===== src/rtl/axi_arb_pkg.sv =====
// Shared types and helpers for the packet-aware round-robin stream arbiter.
package axi_arb_pkg;

    localparam int unsigned MAX_PORTS    = 16;
    localparam int unsigned MAX_ID_WIDTH = 4;

    typedef enum logic {
        ARB  = 1'b0,
        XFER = 1'b1
    } arb_state_t;

    typedef struct packed {
        logic                    found;
        logic [MAX_ID_WIDTH-1:0] idx;
    } rr_pick_t;

    // Width of a port index; a single bit even for two ports.
    function automatic int unsigned id_width(input int unsigned n);
        return (n <= 32'd2) ? 32'd1 : 32'($clog2(n));
    endfunction

    // First requester found searching upward from (last+1) mod n, wrapping once.
    function automatic rr_pick_t rr_pick(
        input logic [MAX_PORTS-1:0]    req,
        input logic [MAX_ID_WIDTH-1:0] last,
        input int unsigned             n
    );
        rr_pick_t    res;
        int unsigned cand;
        res = '0;
        for (int unsigned k = 1; k <= MAX_PORTS; k++) begin
            cand = (32'(last) + k) % n;
            if (k <= n && !res.found && req[cand[MAX_ID_WIDTH-1:0]]) begin
                res.found = 1'b1;
                res.idx   = cand[MAX_ID_WIDTH-1:0];
            end
        end
        return res;
    endfunction

endpackage


===== src/rtl/axi_slice.sv =====
// Full register slice: registered out_* and registered in_ready, with a
// skid entry that absorbs the beat accepted in the cycle out_ready drops.
module axi_slice #(
    parameter int unsigned DATA_WIDTH = 32
) (
    input  logic                  clk,
    input  logic                  rstn,
    input  logic [DATA_WIDTH-1:0] in_data,
    input  logic                  in_valid,
    output logic                  in_ready,
    output logic [DATA_WIDTH-1:0] out_data,
    output logic                  out_valid,
    input  logic                  out_ready
);

    logic                  skid_valid;
    logic [DATA_WIDTH-1:0] skid_data;
    logic                  in_hs;

    assign in_hs = in_valid & in_ready;

    // Main/skid register update; in_ready drops once the skid entry is occupied.
    always_ff @(posedge clk) begin
        if (!rstn) begin
            out_valid  <= 1'b0;
            out_data   <= '0;
            skid_valid <= 1'b0;
            skid_data  <= '0;
            in_ready   <= 1'b0;
        end else begin
            if (out_ready || !out_valid) begin
                if (skid_valid) begin
                    out_valid  <= 1'b1;
                    out_data   <= skid_data;
                    skid_valid <= 1'b0;
                end else begin
                    out_valid <= in_hs;
                    if (in_hs) begin
                        out_data <= in_data;
                    end
                end
                in_ready <= 1'b1;
            end else begin
                if (in_hs) begin
                    skid_valid <= 1'b1;
                    skid_data  <= in_data;
                end
                in_ready <= !(skid_valid || in_hs);
            end
        end
    end

endmodule


===== src/rtl/axi_rr_arbiter.sv =====
// Packet-aware round-robin arbiter merging NUM_PORTS valid/ready streams into
// one registered stream tagged with the source port ID.
module axi_rr_arbiter
    import axi_arb_pkg::*;
#(
    parameter  int unsigned NUM_PORTS  = 4,
    parameter  int unsigned DATA_WIDTH = 32,
    localparam int unsigned ID_WIDTH   = id_width(NUM_PORTS)
) (
    input  logic                             clk,
    input  logic                             rstn,
    input  logic [NUM_PORTS-1:0]             port_en,
    input  logic [NUM_PORTS*DATA_WIDTH-1:0]  in_data,
    input  logic [NUM_PORTS-1:0]             in_last,
    input  logic [NUM_PORTS-1:0]             in_valid,
    output logic [NUM_PORTS-1:0]             in_ready,
    output logic [DATA_WIDTH-1:0]            out_data,
    output logic                             out_last,
    output logic [ID_WIDTH-1:0]              out_id,
    output logic                             out_valid,
    input  logic                             out_ready
);

    localparam int unsigned BEAT_WIDTH = DATA_WIDTH + 1 + ID_WIDTH;

    arb_state_t             state;
    logic [ID_WIDTH-1:0]    grant;
    logic [ID_WIDTH-1:0]    last_grant;
    logic [MAX_PORTS-1:0]   eligible;
    rr_pick_t               pick;

    logic [DATA_WIDTH-1:0]  port_data [NUM_PORTS];
    logic                   sel_valid;
    logic                   sel_last;
    logic                   slice_in_valid;
    logic                   slice_in_ready;
    logic [BEAT_WIDTH-1:0]  slice_in_beat;
    logic [BEAT_WIDTH-1:0]  slice_out_beat;
    logic                   handshake;

    for (genvar i = 0; i < NUM_PORTS; i++) begin : g_port_data
        assign port_data[i] = in_data[i*DATA_WIDTH +: DATA_WIDTH];
    end

    assign eligible = MAX_PORTS'(in_valid & port_en);
    assign pick     = rr_pick(eligible, MAX_ID_WIDTH'(last_grant), NUM_PORTS);

    // Input mux for the granted port and ready steering back to it.
    always_comb begin
        sel_valid      = in_valid[grant];
        sel_last       = in_last[grant];
        slice_in_valid = (state == XFER) && sel_valid;
        slice_in_beat  = {grant, sel_last, port_data[grant]};
        in_ready       = '0;
        if (state == XFER) begin
            in_ready[grant] = slice_in_ready;
        end
    end

    assign handshake = slice_in_valid & slice_in_ready;

    // Arbitration FSM: pick in ARB, hold the grant until the last beat is accepted.
    always_ff @(posedge clk) begin
        if (!rstn) begin
            state      <= ARB;
            grant      <= '0;
            last_grant <= ID_WIDTH'(NUM_PORTS - 1);
        end else begin
            case (state)
                ARB: begin
                    if (pick.found) begin
                        grant      <= ID_WIDTH'(pick.idx);
                        last_grant <= ID_WIDTH'(pick.idx);
                        state      <= XFER;
                    end
                end
                XFER: begin
                    if (handshake && sel_last) begin
                        state <= ARB;
                    end
                end
                default: state <= ARB;
            endcase
        end
    end

    axi_slice #(
        .DATA_WIDTH (BEAT_WIDTH)
    ) u_slice (
        .clk       (clk),
        .rstn      (rstn),
        .in_data   (slice_in_beat),
        .in_valid  (slice_in_valid),
        .in_ready  (slice_in_ready),
        .out_data  (slice_out_beat),
        .out_valid (out_valid),
        .out_ready (out_ready)
    );

    assign out_id   = slice_out_beat[BEAT_WIDTH-1 -: ID_WIDTH];
    assign out_last = slice_out_beat[DATA_WIDTH];
    assign out_data = slice_out_beat[DATA_WIDTH-1:0];

endmodule


===== config.mk =====
export PLATFORM = sky130hd
export DESIGN_NAME = axi_rr_arbiter
export DESIGN_NICKNAME = d
export VERILOG_FILES = /design/src/rtl/axi_arb_pkg.sv /design/src/rtl/axi_slice.sv /design/src/rtl/axi_rr_arbiter.sv
export SDC_FILE = /design/constraint.sdc
export NUM_CORES = 1
export LEC_CHECK = 0
export ABC_AREA = 1
export BUFFER_PORTS_ARGS = -buffer_cell sky130_fd_sc_hd__buf_2
export CAP_MARGIN = 25
export CORE_ASPECT_RATIO = 2
export CORE_MARGIN = 3
export CORE_UTILIZATION = 30
export DETAILED_ROUTE_END_ITERATION = 10
export SLEW_MARGIN = 20
export SYNTH_ARGS = -nofsm -noshare
export SYNTH_HDL_FRONTEND = slang
export SYNTH_HIERARCHICAL = 1
export SYNTH_SLANG_ARGS = --single-unit

===== constraint.sdc =====
create_clock -name clk -period 1.6 [get_ports clk]
set_input_delay 0.48 -clock clk [delete_from_list [all_inputs] [get_ports clk]]
set_output_delay 0.48 -clock clk [all_outputs]
set_load 0.02 [all_outputs]

==> impl_metrics.json <==
{
  "status": "complete, but fails checks",
  "violations": "negative setup slack",
  "tns_ps": -6060,
  "rsz0062_at_grt": "yes",
  "finalCritPeriodShare": 1.10,
  "slew_violations": 0,
  "crit_chain": "buf_6 -> nor2_4 -> nand2_2 -> a31oi_4 -> nand2_2 -> nor2_4 -> buf_6 -> clkbuf_16 -> nand2_2 -> nand2_1 -> nor2_1",
  "synth_nets": 911,
  "path_max_fanout": 7,
  "cts_tree": "done",
  "wl_per_cell_um": 14.0,
  "grt_pass1_vias": 5038,
  "synth_warnings": 6,
  "area_delta_synth_final_pct": 55.4,
  "worst_pin_slew_ps": 347,
  "avgSynthCellArea_um2": 5.95,
  "place_ws_ps": -141,
  "fin_crit_ps": 1760,
  "grt_overflow_total": 0,
  "ir_worst_vdd_mv": 0.999,
  "fillers": 1591,
  "setup_viol": 69,
  "wl_um": 16600,
  "total_power_w": 0.0108,
  "slew_headroom": 0.769,
  "h-tree-depth": 3,
  "start_util": 0.307,
  "hp-class": "in -> reg",
  "grt_pass1_wl_um": 24500,
  "cp_top_family": "simple AND/OR/NAND/NOR gates",
  "clkLatencyLatePin_ps": 330,
  "dp_cells": 1150,
  "num_vias": 5469,
  "max_cap_viol_count": 0,
  "cp.required_ps": 1830,
  "die_h_um": 180,
  "dp_hpwl_um": 11400,
  "std_cell_rows": 63,
  "drt_iter0_drc": 211,
  "core_area_um2": 14900,
  "gp_congestion": 0.929,
  "worstSetupPathType": "reg -> reg",
  "synth-seq-cells": 78,
  "cpMostUsedCell": "nand2_2",
  "yosysSeqAreaShare": 0.342,
  "synth_area_um2": 4570,
  "layout.nets": 1130,
  "cp.arrival_ps": 1990,
  "grt_max_degree": 40,
  "netlist_instances": 768,
  "cts.sinks": 78,
  "grt_antenna_before_repair": 1,
  "max_freq_mhz": 568,
  "crit_slowest_cell": "dfxtp_4",
  "cp-start-kind": "flop",
  "powerDensity_nw_per_um2": 1520,
  "synth_top_cell_area_share": 0.342,
  "stdcell_count": 1188,
  "ys_types": 25,
  "register_area_um2": 1570,
  "holdWs_ps": 453,
  "p_leak_nw": 3.63,
  "cts_root_buf": "clkbuf_16",
  "critPathBufInv": 3,
  "first_pass_iters": 4,
  "multi_input_area_um2": 2830,
  "die_area_um2": 16800,
  "skew_ps": 7.00,
  "dieWidth_um": 93.2,
  "vias_per_cell": 4.60,
  "clock_path_buffers": 2,
  "cts_hold_buf": 0,
  "slowest_delay_ps": 370,
  "cts_buffers": 9,
  "setup_ws_ps": -159,
  "yosys-top-cells-area": "dfxtp_1 34%, nand2_1 23%, nor2_1 12%",
  "drive_above_1_share": 0.400,
  "ant_nets": 0,
  "hold_viol_final": 0,
  "synth_area_leader_cell": "dfxtp_1",
  "track_usage": 0.182,
  "placement.io_buffers": 182,
  "path_clk_slew_ps": 60,
  "io_pins": 183,
  "crit_path_end_kind": "flop",
  "route.detailed.drc": 0
}
## Yosys cell counts, drive strengths merged
library cell	number
a31oi	2
nand2	288
nor3	2
buf	24
a22oi	47
clkinv	1
nand3	28
nand4	4
o21ai	35
o211ai	1
nor2	146
clkbuf	19
dfxtp	78
inv	88
a21oi	5
## cell type report
cell class	count	area share
diodes	1	0.000353
clock buffers	10	0.0323
clock inverters	6	0.00881
inverters	89	0.0488
multi-input cells	558	0.399
flip-flops and latches	78	0.222
well taps	195	0.0344
repair buffers	251	0.255
## power breakdown
part | switching [W] | total (W) | internal (W)
Clock | 0.000821 | 0.00202 | 0.00120
Sequential | 0.000207 | 0.00244 | 0.00223
Combinational | 0.00365 | 0.00632 | 0.00266
## sequential cells by signal, summed over array words and instances (netlist names)
| signal | cells |
|---|---|
| u_slice/out_data | 35 |
| grant | 2 |
| u_slice/in_ready | 1 |
| u_slice/out_valid | 1 |
| state | 1 |
| u_slice/skid_data | 35 |
| u_slice/skid_valid | 1 |
| last_grant | 2 |
## placed cells by master (no fill, tap or decap), types with 4 or more instances in the layout
cell type,n
a22oi_1,38
a22oi_2,9
buf_12,9
buf_2,178
buf_4,36
buf_6,16
clkbuf_16,16
dfxtp_1,72
dfxtp_2,4
inv_1,69
inv_2,16
nand2_1,216
nand2_2,55
nand2_4,17
nand3_1,25
nand4_1,4
nor2_1,133
nor2_2,6
nor2_4,7
o21ai_0,22
o21ai_1,10
## timing repair
| action | CTS | global route |
|---|---|---|
| setup endpoints to repair | 74 | 80 |
| pin swaps | 2 | 24 |
| gates cloned | 3 | 8 |
| setup buffers | 8 | 6 |
| gates resized for setup | 26 | 144 |
## per-layer routing
layer	track usage	routed length, um	vias to the layer above
met3	0.0318	863	15
met1	0.194	6150	2465
met5	0	0	-
met2	0.349	9340	178
met4	0.0605	234	0
li1	-	-	2811
## path summary, 6_finish.rpt
path / startpoint / end / slack [ps] / cells past startpoint
worst max-delay path: grant[0] / u_slice/skid_data[2] / -160 / 11
worst min-delay path: rstn / u_slice/skid_data[33] / 450 / 3
worst max register to register: grant[0] / u_slice/skid_data[2] / -160 / 11
worst min register to register: u_slice/skid_data[6] / u_slice/skid_data[6] / 460 / 2
## per-stage QoR
stage | util | cell area (um^2)
floorplan | - | 4570
global placement | 0.400 | 5960
detailed placement | 0.400 | 5960
CTS | 0.435 | 6480
global route | 0.476 | 7100
finish | 0.476 | 7100
## tightest hold or removal path, stage by stage
cell and delay [ps]:
buf_2 150, nand2_1 80, nor2_1 30
## cells by family (layout without fill, tap and decap cells)
| family | Yosys count | in the layout | share of synthesized area |
|---|---|---|---|
| other | 0 | 1 | 0 |
| flip-flops | 78 | 78 | 0.342 |
| buffers and inverters | 132 | 356 | 0.124 |
| AND/OR/NAND/NOR | 468 | 468 | 0.408 |
| AO/OA/AOI/OAI | 90 | 90 | 0.125 |
Power figures use the tool's default switching activity.
